`src/rtl/core_control_fsm_pkg.sv`:
```
// -----------------------------------------------------------------------------
// core_control_fsm_pkg
// Shared types and constants for the RV32I multi-cycle control unit:
// ALU operand/operation selects, immediate formats, write-back and PC source
// selects, FSM states, instruction classes, the decoded control word and the
// RV32I opcode/funct encodings. Also holds the branch-resolution helper.
// -----------------------------------------------------------------------------
package core_control_fsm_pkg;

    typedef enum logic [1:0] {
        OPERAND_RS1,
        OPERAND_RS2,
        OPERAND_IMM,
        OPERAND_PC
    } alu_operand_t;

    typedef enum logic [3:0] {
        ALU_ADD,
        ALU_SUBTRACT,
        ALU_AND,
        ALU_OR,
        ALU_XOR,
        ALU_SLL,
        ALU_SRL,
        ALU_SRA,
        ALU_LESS_THAN,
        ALU_LESS_THAN_UNSIGNED
    } alu_operation_t;

    typedef enum logic [2:0] {
        IMM_I,
        IMM_S,
        IMM_B,
        IMM_U,
        IMM_J
    } imm_type_t;

    typedef enum logic [1:0] {
        WB_ALU,
        WB_MEM,
        WB_PC_PLUS4
    } wb_select_t;

    typedef enum logic [1:0] {
        PC_SEL_PLUS4,
        PC_SEL_ALU,
        PC_SEL_ALU_ALIGNED
    } pc_select_t;

    typedef enum logic [2:0] {
        ST_FETCH,
        ST_DECODE,
        ST_EXECUTE,
        ST_MEMORY,
        ST_WRITEBACK,
        ST_BRANCH,
        ST_TRAP
    } fsm_state_t;

    typedef enum logic [3:0] {
        CLS_ALU,
        CLS_LUI,
        CLS_AUIPC,
        CLS_JAL,
        CLS_JALR,
        CLS_BRANCH,
        CLS_LOAD,
        CLS_STORE,
        CLS_FENCE
    } instr_class_t;

    typedef struct packed {
        alu_operand_t   a_sel;
        alu_operand_t   b_sel;
        alu_operation_t op;
        imm_type_t      imm;
        instr_class_t   cls;
        logic           legal;
    } ctrl_word_t;

    // Opcodes
    localparam logic [6:0] OPC_OP       = 7'b0110011;
    localparam logic [6:0] OPC_OP_IMM   = 7'b0010011;
    localparam logic [6:0] OPC_LUI      = 7'b0110111;
    localparam logic [6:0] OPC_AUIPC    = 7'b0010111;
    localparam logic [6:0] OPC_JAL      = 7'b1101111;
    localparam logic [6:0] OPC_JALR     = 7'b1100111;
    localparam logic [6:0] OPC_BRANCH   = 7'b1100011;
    localparam logic [6:0] OPC_LOAD     = 7'b0000011;
    localparam logic [6:0] OPC_STORE    = 7'b0100011;
    localparam logic [6:0] OPC_MISC_MEM = 7'b0001111;
    localparam logic [6:0] OPC_SYSTEM   = 7'b1110011;

    // funct3 for OP / OP-IMM
    localparam logic [2:0] F3_ADD_SUB = 3'b000;
    localparam logic [2:0] F3_SLL     = 3'b001;
    localparam logic [2:0] F3_SLT     = 3'b010;
    localparam logic [2:0] F3_SLTU    = 3'b011;
    localparam logic [2:0] F3_XOR     = 3'b100;
    localparam logic [2:0] F3_SRL_SRA = 3'b101;
    localparam logic [2:0] F3_OR      = 3'b110;
    localparam logic [2:0] F3_AND     = 3'b111;

    // funct3 for branches
    localparam logic [2:0] F3_BEQ  = 3'b000;
    localparam logic [2:0] F3_BNE  = 3'b001;
    localparam logic [2:0] F3_BLT  = 3'b100;
    localparam logic [2:0] F3_BGE  = 3'b101;
    localparam logic [2:0] F3_BLTU = 3'b110;
    localparam logic [2:0] F3_BGEU = 3'b111;

    // funct7
    localparam logic [6:0] F7_ZERO = 7'b0000000;
    localparam logic [6:0] F7_ALT  = 7'b0100000;

    // ADDI x0,x0,0
    localparam logic [31:0] NOP_INSTR = 32'h0000_0013;

    // Branch outcome from the compare result produced in EXECUTE.
    // EQ/NE use the subtract result; the LT variants use bit 0 of the
    // set-less-than result.
    function automatic logic branch_taken(input logic [2:0]  funct3,
                                          input logic [31:0] alu_result);
        logic taken;
        taken = 1'b0;
        case (funct3)
            F3_BEQ:           taken = (alu_result == 32'd0);
            F3_BNE:           taken = (alu_result != 32'd0);
            F3_BLT, F3_BLTU:  taken = alu_result[0];
            F3_BGE, F3_BGEU:  taken = ~alu_result[0];
            default:          taken = 1'b0;
        endcase
        return taken;
    endfunction

endpackage

```
`src/rtl/core_control_fsm_decoder.sv`:
```
// -----------------------------------------------------------------------------
// core_control_fsm_decoder
// Combinational RV32I decoder: maps an instruction word to the control word
// (ALU operand selects, ALU operation, immediate format, instruction class and
// legality). ECALL/EBREAK and every SYSTEM encoding are reported illegal.
//
// Ports:
//   i_instr  in   32           instruction word
//   o_ctrl   out  ctrl_word_t  decoded control word
// -----------------------------------------------------------------------------
module core_control_fsm_decoder
    import core_control_fsm_pkg::*;
(
    input  logic [31:0] i_instr,
    output ctrl_word_t  o_ctrl
);

    logic [6:0]     w_opcode;
    logic [2:0]     w_funct3;
    logic [6:0]     w_funct7;
    alu_operation_t w_arith_op;
    ctrl_word_t     w_ctrl;
    logic           w_unused_bits;

    assign w_opcode = i_instr[6:0];
    assign w_funct3 = i_instr[14:12];
    assign w_funct7 = i_instr[31:25];

    // Register/immediate fields are consumed by the datapath, not here.
    assign w_unused_bits = ^i_instr[24:7];

    // funct3 -> ALU operation shared by OP and OP-IMM (funct7 refines later)
    always_comb begin
        w_arith_op = ALU_ADD;
        case (w_funct3)
            F3_ADD_SUB: w_arith_op = ALU_ADD;
            F3_SLL:     w_arith_op = ALU_SLL;
            F3_SLT:     w_arith_op = ALU_LESS_THAN;
            F3_SLTU:    w_arith_op = ALU_LESS_THAN_UNSIGNED;
            F3_XOR:     w_arith_op = ALU_XOR;
            F3_SRL_SRA: w_arith_op = ALU_SRL;
            F3_OR:      w_arith_op = ALU_OR;
            F3_AND:     w_arith_op = ALU_AND;
            default:    w_arith_op = ALU_ADD;
        endcase
    end

    always_comb begin
        w_ctrl.a_sel = OPERAND_RS1;
        w_ctrl.b_sel = OPERAND_RS1;
        w_ctrl.op    = ALU_ADD;
        w_ctrl.imm   = IMM_I;
        w_ctrl.cls   = CLS_ALU;
        w_ctrl.legal = 1'b0;

        case (w_opcode)
            OPC_OP: begin
                w_ctrl.b_sel = OPERAND_RS2;
                if (w_funct7 == F7_ZERO) begin
                    w_ctrl.op    = w_arith_op;
                    w_ctrl.legal = 1'b1;
                end else if (w_funct7 == F7_ALT && w_funct3 == F3_ADD_SUB) begin
                    w_ctrl.op    = ALU_SUBTRACT;
                    w_ctrl.legal = 1'b1;
                end else if (w_funct7 == F7_ALT && w_funct3 == F3_SRL_SRA) begin
                    w_ctrl.op    = ALU_SRA;
                    w_ctrl.legal = 1'b1;
                end
            end
            OPC_OP_IMM: begin
                w_ctrl.b_sel = OPERAND_IMM;
                w_ctrl.op    = w_arith_op;
                // Shift-immediates reuse imm[11:5] as funct7.
                if (w_funct3 == F3_SLL) begin
                    w_ctrl.legal = (w_funct7 == F7_ZERO);
                end else if (w_funct3 == F3_SRL_SRA) begin
                    if (w_funct7 == F7_ZERO) begin
                        w_ctrl.legal = 1'b1;
                    end else if (w_funct7 == F7_ALT) begin
                        w_ctrl.op    = ALU_SRA;
                        w_ctrl.legal = 1'b1;
                    end
                end else begin
                    w_ctrl.legal = 1'b1;
                end
            end
            OPC_LUI: begin
                w_ctrl.a_sel = OPERAND_IMM;
                w_ctrl.b_sel = OPERAND_IMM;
                w_ctrl.op    = ALU_OR;
                w_ctrl.imm   = IMM_U;
                w_ctrl.cls   = CLS_LUI;
                w_ctrl.legal = 1'b1;
            end
            OPC_AUIPC: begin
                w_ctrl.a_sel = OPERAND_PC;
                w_ctrl.b_sel = OPERAND_IMM;
                w_ctrl.imm   = IMM_U;
                w_ctrl.cls   = CLS_AUIPC;
                w_ctrl.legal = 1'b1;
            end
            OPC_JAL: begin
                w_ctrl.a_sel = OPERAND_PC;
                w_ctrl.b_sel = OPERAND_IMM;
                w_ctrl.imm   = IMM_J;
                w_ctrl.cls   = CLS_JAL;
                w_ctrl.legal = 1'b1;
            end
            OPC_JALR: begin
                w_ctrl.b_sel = OPERAND_IMM;
                w_ctrl.cls   = CLS_JALR;
                w_ctrl.legal = (w_funct3 == 3'b000);
            end
            OPC_BRANCH: begin
                w_ctrl.b_sel = OPERAND_RS2;
                w_ctrl.imm   = IMM_B;
                w_ctrl.cls   = CLS_BRANCH;
                case (w_funct3)
                    F3_BEQ, F3_BNE: begin
                        w_ctrl.op    = ALU_SUBTRACT;
                        w_ctrl.legal = 1'b1;
                    end
                    F3_BLT, F3_BGE: begin
                        w_ctrl.op    = ALU_LESS_THAN;
                        w_ctrl.legal = 1'b1;
                    end
                    F3_BLTU, F3_BGEU: begin
                        w_ctrl.op    = ALU_LESS_THAN_UNSIGNED;
                        w_ctrl.legal = 1'b1;
                    end
                    default: w_ctrl.legal = 1'b0;
                endcase
            end
            OPC_LOAD: begin
                w_ctrl.b_sel = OPERAND_IMM;
                w_ctrl.cls   = CLS_LOAD;
                // LB, LH, LW, LBU, LHU
                w_ctrl.legal = (w_funct3 == 3'b000) || (w_funct3 == 3'b001) ||
                               (w_funct3 == 3'b010) || (w_funct3 == 3'b100) ||
                               (w_funct3 == 3'b101);
            end
            OPC_STORE: begin
                w_ctrl.b_sel = OPERAND_IMM;
                w_ctrl.imm   = IMM_S;
                w_ctrl.cls   = CLS_STORE;
                // SB, SH, SW
                w_ctrl.legal = (w_funct3 == 3'b000) || (w_funct3 == 3'b001) ||
                               (w_funct3 == 3'b010);
            end
            OPC_MISC_MEM: begin
                w_ctrl.cls   = CLS_FENCE;
                w_ctrl.legal = (w_funct3 == 3'b000);
            end
            // ECALL/EBREAK trap; no CSRs in this core, so all of SYSTEM is illegal.
            OPC_SYSTEM: w_ctrl.legal = 1'b0;
            default:    w_ctrl.legal = 1'b0;
        endcase
    end

    assign o_ctrl = w_ctrl;

endmodule

```
`src/rtl/core_control_fsm.sv`:
```
// -----------------------------------------------------------------------------
// core_control_fsm
// Multi-cycle RV32I control unit. Fetches, decodes and sequences the shared
// ALU, register file, PC and data memory over FETCH/DECODE/EXECUTE/MEMORY/
// WRITEBACK, with a BRANCH state for taken branches and a sticky TRAP state
// for illegal instructions and bus timeouts.
//
// Ports:
//   clk, rst_n                      clock, asynchronous active-low reset
//   instr_req/instr_ready/rdata     instruction fetch handshake
//   data_req/data_we/data_ready     data access handshake (address = alu_result)
//   alu_result                      ALU output (branch compare in EXECUTE)
//   alu_operand_a/b_select,
//   alu_operation, imm_select       ALU / immediate control
//   instr                           latched instruction register
//   rf_we, wb_select                register-file write control
//   pc_we, pc_select                PC update control
//   illegal_instr, bus_error        sticky trap causes
// -----------------------------------------------------------------------------
module core_control_fsm
    import core_control_fsm_pkg::*;
#(
    parameter int unsigned MAX_WAIT = 16
) (
    input  logic           clk,
    input  logic           rst_n,
    output logic           instr_req,
    input  logic           instr_ready,
    input  logic [31:0]    instr_rdata,
    output logic           data_req,
    output logic           data_we,
    input  logic           data_ready,
    input  logic [31:0]    alu_result,
    output alu_operand_t   alu_operand_a_select,
    output alu_operand_t   alu_operand_b_select,
    output alu_operation_t alu_operation,
    output imm_type_t      imm_select,
    output logic [31:0]    instr,
    output logic           rf_we,
    output wb_select_t     wb_select,
    output logic           pc_we,
    output pc_select_t     pc_select,
    output logic           illegal_instr,
    output logic           bus_error
);

    localparam int CNT_W = (MAX_WAIT > 0) ? $clog2(MAX_WAIT + 1) : 1;
    localparam logic [CNT_W-1:0] WAIT_LIMIT = CNT_W'(MAX_WAIT);

    fsm_state_t       r_state;
    fsm_state_t       w_state_next;
    logic [31:0]      r_instr;
    logic [CNT_W-1:0] r_wait_cnt;
    logic [CNT_W-1:0] w_wait_next;
    logic [CNT_W-1:0] w_wait_inc;
    logic             w_timeout;
    logic             r_illegal;
    logic             r_bus_error;
    logic             w_latch_instr;
    logic             w_set_illegal;
    logic             w_set_bus_error;
    logic             w_rd_nonzero;
    ctrl_word_t       w_ctrl;

    core_control_fsm_decoder u_decoder (
        .i_instr (r_instr),
        .o_ctrl  (w_ctrl)
    );

    assign w_rd_nonzero = (r_instr[11:7] != 5'd0);
    assign w_wait_inc   = r_wait_cnt + 1'b1;
    // The request cycle that would make the count reach MAX_WAIT is the last one.
    assign w_timeout    = (MAX_WAIT != 0) && (w_wait_inc == WAIT_LIMIT);

    always_ff @(posedge clk or negedge rst_n) begin
        if (!rst_n) begin
            r_state     <= ST_FETCH;
            r_instr     <= NOP_INSTR;
            r_wait_cnt  <= '0;
            r_illegal   <= 1'b0;
            r_bus_error <= 1'b0;
        end else begin
            r_state     <= w_state_next;
            r_wait_cnt  <= w_wait_next;
            if (w_latch_instr) begin
                r_instr <= instr_rdata;
            end
            r_illegal   <= r_illegal | w_set_illegal;
            r_bus_error <= r_bus_error | w_set_bus_error;
        end
    end

    always_comb begin
        w_state_next         = r_state;
        w_wait_next          = r_wait_cnt;
        w_latch_instr        = 1'b0;
        w_set_illegal        = 1'b0;
        w_set_bus_error      = 1'b0;
        instr_req            = 1'b0;
        data_req             = 1'b0;
        data_we              = 1'b0;
        rf_we                = 1'b0;
        pc_we                = 1'b0;
        wb_select            = WB_ALU;
        pc_select            = PC_SEL_PLUS4;
        alu_operand_a_select = OPERAND_RS1;
        alu_operand_b_select = OPERAND_RS1;
        alu_operation        = ALU_ADD;
        imm_select           = w_ctrl.imm;

        case (r_state)
            ST_FETCH: begin
                instr_req = 1'b1;
                if (instr_ready) begin
                    w_latch_instr = 1'b1;
                    w_wait_next   = '0;
                    w_state_next  = ST_DECODE;
                end else if (w_timeout) begin
                    w_wait_next     = '0;
                    w_set_bus_error = 1'b1;
                    w_state_next    = ST_TRAP;
                end else if (MAX_WAIT != 0) begin
                    w_wait_next = w_wait_inc;
                end
            end

            ST_DECODE: begin
                if (w_ctrl.legal) begin
                    w_state_next = ST_EXECUTE;
                end else begin
                    w_set_illegal = 1'b1;
                    w_state_next  = ST_TRAP;
                end
            end

            ST_EXECUTE: begin
                alu_operand_a_select = w_ctrl.a_sel;
                alu_operand_b_select = w_ctrl.b_sel;
                alu_operation        = w_ctrl.op;
                case (w_ctrl.cls)
                    CLS_LOAD, CLS_STORE: w_state_next = ST_MEMORY;
                    CLS_BRANCH: begin
                        if (branch_taken(r_instr[14:12], alu_result)) begin
                            w_state_next = ST_BRANCH;
                        end else begin
                            pc_we        = 1'b1;
                            pc_select    = PC_SEL_PLUS4;
                            w_state_next = ST_FETCH;
                        end
                    end
                    default: w_state_next = ST_WRITEBACK;
                endcase
            end

            ST_MEMORY: begin
                // Selects held so alu_result (the address) stays valid.
                alu_operand_a_select = w_ctrl.a_sel;
                alu_operand_b_select = w_ctrl.b_sel;
                alu_operation        = w_ctrl.op;
                data_req             = 1'b1;
                data_we              = (w_ctrl.cls == CLS_STORE);
                if (data_ready) begin
                    w_wait_next = '0;
                    if (w_ctrl.cls == CLS_STORE) begin
                        pc_we        = 1'b1;
                        pc_select    = PC_SEL_PLUS4;
                        w_state_next = ST_FETCH;
                    end else begin
                        w_state_next = ST_WRITEBACK;
                    end
                end else if (w_timeout) begin
                    w_wait_next     = '0;
                    w_set_bus_error = 1'b1;
                    w_state_next    = ST_TRAP;
                end else if (MAX_WAIT != 0) begin
                    w_wait_next = w_wait_inc;
                end
            end

            ST_WRITEBACK: begin
                alu_operand_a_select = w_ctrl.a_sel;
                alu_operand_b_select = w_ctrl.b_sel;
                alu_operation        = w_ctrl.op;
                pc_we                = 1'b1;
                rf_we                = w_rd_nonzero && (w_ctrl.cls != CLS_FENCE);
                case (w_ctrl.cls)
                    CLS_LOAD: wb_select = WB_MEM;
                    CLS_JAL: begin
                        wb_select = WB_PC_PLUS4;
                        pc_select = PC_SEL_ALU;
                    end
                    CLS_JALR: begin
                        wb_select = WB_PC_PLUS4;
                        pc_select = PC_SEL_ALU_ALIGNED;
                    end
                    default: wb_select = WB_ALU;
                endcase
                w_state_next = ST_FETCH;
            end

            ST_BRANCH: begin
                alu_operand_a_select = OPERAND_PC;
                alu_operand_b_select = OPERAND_IMM;
                alu_operation        = ALU_ADD;
                imm_select           = IMM_B;
                pc_we                = 1'b1;
                pc_select            = PC_SEL_ALU;
                w_state_next         = ST_FETCH;
            end

            // Dead end until reset; late ready strobes are ignored.
            ST_TRAP: w_state_next = ST_TRAP;

            default: w_state_next = ST_FETCH;
        endcase
    end

    assign instr         = r_instr;
    assign illegal_instr = r_illegal;
    assign bus_error     = r_bus_error;

endmodule
```
`config.mk`:
```
export PLATFORM = sky130hd
export DESIGN_NAME = core_control_fsm
export DESIGN_NICKNAME = d
export VERILOG_FILES = /design/src/rtl/core_control_fsm_pkg.sv /design/src/rtl/core_control_fsm_decoder.sv /design/src/rtl/core_control_fsm.sv
export SDC_FILE = /design/constraint.sdc
export NUM_CORES = 1
export LEC_CHECK = 0
export CORE_MARGIN = 1.5
export CORE_UTILIZATION = 35
export CTS_BUF_LIST = sky130_fd_sc_hd__clkbuf_4
export DETAILED_ROUTE_END_ITERATION = 16
export HOLD_SLACK_MARGIN = 0.12
export MAX_ROUTING_LAYER = met4
export PLACE_DENSITY_LB_ADDON = 0.12
export RECOVER_POWER = 100
export SETUP_SLACK_MARGIN = 0.15
export SYNTH_ARGS = -nofsm -noshare
export SYNTH_HDL_FRONTEND = slang
export SYNTH_SLANG_ARGS = --single-unit
export TNS_END_PERCENT = 20
```
`constraint.sdc`:
```
create_clock -name clk -period 2.7 [get_ports clk]
set_input_delay 0.27 -clock clk [delete_from_list [all_inputs] [get_ports clk]]
set_output_delay 0.27 -clock clk [all_outputs]
set_load 0.02 [all_outputs]
```
==> results.cfg, run 1 <==
[status]
status = complete, no violations

[die]
ios = 122
die-area_mm2 = 0.00805
fp.dieW_um = 89.7
die_y_um = 89.7
row_count = 31
start_util_pct = 36.3
core_mm2 = 0.00725

[layout]
final_nets = 477
postLayoutCoreUtil_pct = 55.7
fillers = 699
syn_to_final_growth_pct = 53.5
diodes = 0
postLayoutCellArea_mm2 = 0.00404
drive_gt1_share_pct = 15.7

[routing]
wl_per_cell_um = 15.3
drtAntennaViolNets = 0
vias = 2677
drt_iter0_drc = 101
drc = 0
dr.pass1.iters = 4
via_per_inst = 5.28
totalWireLength_um = 7750

[power]
peakVddDrop_mv = 0.555
leakagePower_nw = 1.67
totalPowerFinal_mw = 4.01
p_per_area_mw_per_mm2 = 991

[timing]
slew_violations = 0
relSlewSlack_pct = 29.3
setup_slack_ns = 0.156
finClkSkew_ns = 0.0224
worst_pin_slew_ns = 1.06
timing.setup.tns_ns = 0
setup_viol = 0
period_needed_ns = 2.54
fmax_mhz = 393
fin_crit_sh_pct = 94.2
rsz0062_at_grt = yes
finalHoldViolCount = 0

[setup_path]
worstSetupStartpoint = r_state[2]
arrival_ns = 2.27
r2r-start = r_state[0]
cp.required_ns = 2.43
r2r_end = instr[16]
critPathCaptureType = output port
critPathLaunchType = register
r2r_setup_slack_ns = 0.58
cp_max_fo = 6
reg2reg_depth = 5
setup.worst_path.end = pc_select[1]
crit_type = register to output port

[cts]
cts_max_level = 2
clkLatencyLatePin_ns = 0.36
numCtsBuffers = 5
cts_tree = yes
cts.sinks = 42
clockBufferDepth = 2
cts_setup_buffers = 0
clk_pin_slew_worst_paths_ns = 0.15
root_buffer = clkbuf_4

[synth]
syn_inst = 280
ys_ff_latch = 42
synth_top_area_cell = dfrtp_1
synth_mux_area_share_pct = 11.9
syn_area_mm2 = 0.00263
synth_enable_flop_cells = 0
ys_seq_area_share_pct = 40.1
synth_compound_area_share_pct = 17.3
syn_avg_cell_area_um2 = 9.40
async_reset_ff_share_pct = 100
synth_fa_ha_area_share_pct = 0.951
synth-xor-area-share_pct = 1.33
ys.flop_type = dfrtp_1
synth_cell_type_count = 59
synth-simple-area-share_pct = 23.1
synth_top_area_share_pct = 37.1
yosys-top-cells-area = dfrtp_1 37%, mux2_2 12%, o21ai_0 3.8%, nand2_1 3.3%, dfstp_2 3.0%
yosys_warnings = 0
synth_nets = 350
synth_top_family_by_area = simple AND/OR/NAND/NOR gates

[min_path]
worstHoldStart = instr_rdata[4]
hp-class = input port to register

[job]
maxCapViolCount = 0

[place]
port_buffers = 121
place_area_mm2 = 0.00398
place.gp.congestion = 0.915
place_ws_ns = -0.0626
dp_hpwl_um = 5940

[grt]
antenna_found_initial = 0
grt_pass1_wl_um = 12900
grt_max_degree = 43
overflow = 0
track_usage_pct = 19.9
grt_pass1_vias = 2604
## cell usage in the layout (no fill, tap or decap), types with 3 or more instances in the layout
| cell type | n |
|---|---|
| clkbuf_4 | 6 |
| o22ai_1 | 5 |
| xnor2_1 | 3 |
| dfrtp_1 | 39 |
| nand3_1 | 8 |
| dlygate4sd2_1 | 9 |
| nand2b_1 | 8 |
| o21ai_0 | 19 |
| nor2_1 | 21 |
| o21bai_1 | 4 |
| clkbuf_2 | 3 |
| a32oi_1 | 3 |
| nor2b_1 | 4 |
| nand2_1 | 23 |
| mux2_2 | 27 |
| dfstp_2 | 3 |
| clkdlybuf4s50_1 | 67 |
| and3b_1 | 3 |
| nor4_1 | 12 |
| a31oi_1 | 4 |
| and3_1 | 4 |
| clkbuf_1 | 5 |
| a21oi_1 | 12 |
| inv_1 | 10 |
| a21o_1 | 4 |
| dlygate4sd3_1 | 37 |
| nor3_1 | 5 |
| buf_4 | 10 |
## through the flow
stage	hold WS, ns	std cells
floorplan	-0.0256	280
global placement	0.443	498
detailed placement	0.453	498
CTS	0.418	507
global route	0.444	507
finish	0.436	507
## metal layers
layer,wire length (um),vias up,track usage (%)
li1,-,1285,-
met5,0,-,-
met4,42,0,3.31
met2,3680,108,31.6
met3,613,5,4.91
met1,3420,1279,26.3
## report_power, final
part	switching, mW	total, mW	leakage (nW)	internal (mW)
Clock	0.211	0.414	0.0433	0.203
Combinational	1.28	2.41	1.12	1.13
Sequential	0.256	1.18	0.504	0.926
## state kept, by name, summed over array words and instances, names as in the netlist
signal,count
instr,32
r_wait_cnt,5
r_state,3
bus_error,1
illegal_instr,1
## final cells by class
class	count	area (um2)	share of cell area [%]
Timing Repair Buffer	135	1280	31.7
Clock buffer	6	45.0	1.11
Tap cell	99	124	3.07
Multi-Input combinational cell	212	1460	36.1
Sequential cell	42	1050	26.1
Clock inverter	2	33.8	0.836
Inverter	11	43.8	1.08
## timing repair
action	in CTS	in global routing
setup endpoints to repair	17	9
gates cloned	0	0
hold endpoints to repair	39	0
pin swaps	0	1
hold buffers	1	0
gates resized for setup	30	13
## how the worst min path moves through the flow
stage	end	slack [ns]	cells past startpoint
finish	instr[4]	0.44	3
global route	instr[4]	0.44	3
CTS	instr[4]	0.42	3
detailed placement	bus_error	0.45	1
global placement	bus_error	0.44	1
floorplan	bus_error	-0.03	0
## Yosys cell counts, types with 2 or more instances
master and number:
a22o_1 2, ha_1 2, nor2b_1 4, and3_1 5, nor3_1 6, nand2b_1 8
a31oi_1 4, buf_6 3, o21bai_1 4, o21a_1 2, o21ai_0 20, nor2_1 21
nand2_1 23, inv_1 10, nand3_1 8, o22ai_1 5, a2bb2oi_1 2, xnor2_1 3
a21o_1 4, dfstp_2 3, clkbuf_1 3, and4_1 2, a32oi_1 3, mux2_2 27
a21oi_1 12, and2_1 4, nor4_1 12, and3b_1 2, buf_4 2, buf_2 7
dfrtp_1 39
## cell families after synthesis
kind of cell	after synthesis
AO/OA/AOI/OAI	69
buffers and inverters	26
multiplexers	28
AND/OR/NAND/NOR	109
flip-flops	42
XOR/XNOR	4
adder cells (fa/ha/maj)	2
## critical path: stages (launching register included)
cell	delay, ns
dfrtp_1	0.43
inv_4	0.06
or3_1	0.47
or4_4	0.47
a211oi_2	0.22
clkbuf_1	0.26
No activity file was read; power rests on OpenSTA's default activity.
==> run 2, diff against run 1 <==
==> constraint.sdc (replaced) <==
create_clock -name clk -period 2.65 [get_ports clk]
set_input_delay 0.265 -clock clk [delete_from_list [all_inputs] [get_ports clk]]
set_output_delay 0.265 -clock clk [all_outputs]
set_load 0.005 [all_outputs]
==> run 2 against run 1 <==
  * Register-to-register slack got worse by 0.24 ns
  * Setup slack lost 0.037 ns
  * Core utilization is 0.95 points higher
  * Die area did not move
  * Power shrank 7.0%
  * Global-route usage up 0.34 points
==> results.cfg, run 2 (same netlist as run 1, synthesis figures left out) <==
[status]
status = complete, no violations

[setup_path]
r2r_setup_slack_ns = 0.34
r2r-start = r_state[2]
reg2reg_depth = 5
crit_type = register to output port
r2r_end = instr[10]
cp.required_ns = 2.38
setup.worst_path.end = data_we
critPathCaptureType = output port
arrival_ns = 2.27
cp_max_fo = 7
worstSetupStartpoint = instr[1]
critPathLaunchType = register

[grt]
grt_max_degree = 43
antenna_found_initial = 0
track_usage_pct = 20.3
grt_pass1_vias = 2617
overflow = 0
grt_pass1_wl_um = 12900

[cts]
cts.sinks = 42
numCtsBuffers = 5
cts_max_level = 2
root_buffer = clkbuf_4
clockBufferDepth = 2
clk_pin_slew_worst_paths_ns = 0.13
clkLatencyLatePin_ns = 0.36
cts_tree = yes

[timing]
slew_violations = 0
period_needed_ns = 2.53
finClkSkew_ns = 0.00770
fin_crit_sh_pct = 95.5
setup_viol = 0
finalHoldViolCount = 0
hold_ws_ns = 0.425
worst_pin_slew_ns = 1.06
rsz0062_at_grt = yes
fmax_mhz = 395
relSlewSlack_pct = 29.4

[routing]
vias = 2654
drc = 0
drt_iter0_drc = 96
drtAntennaViolNets = 0
via_per_inst = 5.17
totalWireLength_um = 7810
wl_per_cell_um = 15.2
dr.pass1.iters = 6

[layout]
final_nets = 483
syn_to_final_growth_pct = 56.1
postLayoutCoreUtil_pct = 56.7
final_common_cell = clkdlybuf4s50_1
diodes = 0
drive_gt1_share_pct = 16.2
mostFrequentLayoutCells = 77 x clkdlybuf4s50_1, 39 x dfrtp_1, 32 x dlygate4sd3_1, 27 x mux2_2, 22 x nand2_1
postLayoutCellArea_mm2 = 0.00411
fin_cells = 513
largest_register_ff_count = 32

[place]
place.gp.congestion = 0.915
dp_cells = 497
dp_hpwl_um = 5920
place_area_mm2 = 0.00397
port_buffers = 121

[die]
start_util_pct = 36.3
row_count = 31
fp.dieW_um = 89.7
die-area_mm2 = 0.00805
core_mm2 = 0.00725
ios = 122
die_y_um = 89.7

[min_path]
hp-class = input port to register

[power]
peakVddDrop_mv = 0.449
leakagePower_nw = 1.71
p_per_area_mw_per_mm2 = 907
totalPowerFinal_mw = 3.73

[job]
maxCapViolCount = 0
## run 2: cell count changes in the layout (fill, tap and decap cells not counted), sizes merged, moves of 4 or more
cell           change
buf                +5
clkbuf             -4
clkdlybuf4s50     +10
dlygate4sd3        -5
## run 2: how the worst min path moves through the flow
| stage | start | end | slack (ns) | cells past startpoint |
|---|---|---|---|---|
| 2_1_floorplan | rst_n | bus_error | -0.03 | 0 |
| 4_1_cts | instr_rdata[4] | instr[4] | 0.41 | 3 |
| 5_1_grt | instr_rdata[4] | instr[4] | 0.43 | 3 |
| 3_5_place_dp | bus_error | bus_error | 0.45 | 1 |
| 6_report | instr_rdata[4] | instr[4] | 0.43 | 3 |
| 3_3_place_gp | bus_error | bus_error | 0.44 | 1 |
## run 2: repair_timing
action	4_1_cts	5_1_grt
resized for setup	19	7
buffers inserted	5	2
pin swaps	2	1
hold buffers	1	0
setup endpoints to repair	14	10
endpoints found under the hold margin	39	0
cloned	0	0
## run 2: critical path, cell delays in order (launching register included)
cell	delay, ns
dfstp_2	0.56
buf_4	0.15
nand4bb_4	0.14
nor3_4	0.24
buf_4	0.14
and3_4	0.17
clkdlybuf4s50_1	0.51
## run 2: stage by stage
stage	worst slack, ns	TNS, ns
5_1_grt	0.0242	0
4_1_cts	-0.0293	-0.0293
3_5_place_dp	-0.0132	-0.0132
2_1_floorplan	0.887	0
6_report	0.119	0
3_3_place_gp	0.108	0
## run 2: layout make-up
class                           count  area [um2]
Fill cell                         705        3140
Multi-Input combinational cell    212        1480
Timing Repair Buffer              141        1350
Sequential cell                    42        1050
Tap cell                           99         124
Clock buffer                        6        45.0
Inverter                           11        43.8
Clock inverter                      2        12.5
## run 2: report_power, final
group          switching [mW]  internal [mW]
clock                   0.223          0.115
combinational           0.984           1.20
sequential              0.265          0.940
total                    1.47           2.26
## run 2: layer usage
metal	vias to the layer above	GRT usage, %	part of all wire, %
li1	1301	-	-
met1	1237	26.5	44
met2	110	30.9	48
met3	6	5.41	7.6
met4	0	5.82	0.74
met5	-	-	0
==> run 3, diff against run 2 <==
--- a/config.mk
+++ b/config.mk
@@ -6,8 +6,8 @@
 export NUM_CORES = 1
 export LEC_CHECK = 0
 export CORE_MARGIN = 1.5
-export CORE_UTILIZATION = 35
-export CTS_BUF_LIST = sky130_fd_sc_hd__clkbuf_4
+export CORE_UTILIZATION = 26
+export CTS_BUF_LIST = sky130_fd_sc_hd__clkbuf_4 sky130_fd_sc_hd__clkbuf_8
 export DETAILED_ROUTE_END_ITERATION = 16
 export HOLD_SLACK_MARGIN = 0.12
 export MAX_ROUTING_LAYER = met4
==> run 3 against run 2 <==
  * Setup slack got worse by 0.098 ns
  * Critical path depth did not move
  * Register-to-register slack lost 0.10 ns
  * Non-clock buffer count down 1
  * Clock power up 29%
  * Worst hold slack lost 0.31 ns
  * Routed wire length is 8.5% higher
  * Core utilization decreased by 14 points
  * Sequential share of layout area decreased by 0.70 points
  * Design area increased by 3.0%
  * Sequential cell count unchanged
==> results.cfg, run 3 (same netlist as run 1, synthesis figures left out) <==
[grt]
grt_pass1_vias = 2681
track_usage_pct = 15.7
overflow = 0
busiest_layer = met2
use_met1_pct = 19.9
grt_pass1_wl_um = 13500
use_met3_pct = 3.59
use_met2_pct = 26.3
antenna_found_initial = 0
grt_max_degree = 43

[timing]
fmax_mhz = 380
finalHoldViolCount = 0
period_needed_ns = 2.63
rsz0062_at_grt = yes
setup_viol = 0
relSlewSlack_pct = 34.8
fin_crit_sh_pct = 99.2
slew_violations = 0
worst_pin_slew_ns = 0.978
finClkSkew_ns = 0.00526
timing.setup.tns_ns = 0

[routing]
drtAntennaViolNets = 0
vias = 2713
drc = 0
wl_per_cell_um = 15.5
via_per_inst = 4.97
totalWireLength_um = 8470
drt_iter0_drc = 131
dr.pass1.iters = 4

[die]
die_y_um = 104
ios = 122
start_util_pct = 26.8
row_count = 36
core_mm2 = 0.00982
fp.dieW_um = 104
die-area_mm2 = 0.0107

[cts]
cts_max_level = 2
clockBufferDepth = 2
numCtsBuffers = 5
root_buffer = clkbuf_8
cts.sinks = 42
clk_pin_slew_worst_paths_ns = 0.09
clkLatencyLatePin_ns = 0.30
cts_tree = yes

[power]
peakVddDrop_mv = 0.435
totalPowerFinal_mw = 3.90
p_per_area_mw_per_mm2 = 922
leakagePower_nw = 1.79

[setup_path]
critPathLaunchType = register
crit_path_top_delay_cell = dfstp_2
cp_max_fo = 6
critPathCaptureType = output port
worst-path-buf-inv = 1
max_stage_delay_ns = 0.59
arrival_ns = 2.36
crit_type = register to output port
path_cells = and4bb_2 > and2_4 > nand2_1 > o21bai_1 > a21oi_1 > clkdlybuf4s50_1
cp_top_family = simple AND/OR/NAND/NOR gates
cp.required_ns = 2.38

[layout]
fin_cells = 546
final_nets = 482
syn_to_final_growth_pct = 60.9
drive_gt1_share_pct = 19.6
largest_register_ff_count = 32
final_common_cell = clkdlybuf4s50_1
mostFrequentLayoutCells = 86 x clkdlybuf4s50_1, 37 x dfrtp_1, 27 x mux2_2, 25 x dlygate4sd3_1, 22 x nand2_1
diodes = 0

[status]
status = complete, no violations

[min_path]
hp-class = input port to async pin

[place]
dp_cells = 531
place.gp.congestion = 0.820
port_buffers = 121
dp_hpwl_um = 6380

[job]
maxCapViolCount = 0
[run 3: layer usage]
metal  up-vias  share of wire [%]
li1       1301                  -
met1      1308                 45
met2       100                 49
met3         4                6.2
met4         0               0.59
met5         -                  0
[run 3: final cells by class]
| cell class | instances | area, um2 |
|---|---|---|
| inverters | 11 | 43.8 |
| fillers | 1025 | 5580 |
| flip-flops and latches | 42 | 1060 |
| multi-input cells | 212 | 1510 |
| repair buffers | 140 | 1370 |
| well taps | 133 | 166 |
| clock buffers | 6 | 76.3 |
| clock inverters | 2 | 13.8 |
[run 3: power breakdown]
group | switching, mW | internal (mW)
combinational | 0.988 | 1.22
sequential | 0.311 | 0.949
clock | 0.238 | 0.197
[run 3: final timing paths]
| path | from | end | slack (ns) | cells after the start |
|---|---|---|---|---|
| max | instr[1] | pc_we | 0.02 | 6 |
| min | rst_n | instr[22] | 0.12 | 1 |
| max reg2reg | r_state[2] | instr[28] | 0.24 | 5 |
| min reg2reg | bus_error | bus_error | 0.46 | 1 |
| max in group asynchronous | rst_n | instr[3] | 1.87 | 1 |
| min in group clk | bus_error | bus_error | 0.46 | 1 |
[run 3: through the flow]
stage               utilization, %  area (um2)  setup WS [ns]  hold WS, ns
finish                        43.1        4240         0.0215        0.120
global route                  43.1        4240        -0.0824        0.202
CTS                           42.3        4160        0.00919        0.165
detailed placement            40.9        4010         0.0516        0.447
global placement              40.9        4010         0.0710        0.451
floorplan                        -        2630          0.887      -0.0306
[run 3: worst register-to-register path, delay by kind of cell (launching register included)]
kind,cells,cell delay [ns]
buf+inv,2,0.44
mux,1,0.35
simple gates,2,1.10
flops,1,0.41
[run 3: what timing repair did]
| action | CTS | global route |
|---|---|---|
| hold buffers | 0 | 0 |
| gates resized for setup | 8 | 24 |
| setup buffers | 5 | 2 |
| setup endpoints to repair | 11 | 12 |
| cloned | 0 | 0 |
| pin swaps | 2 | 5 |
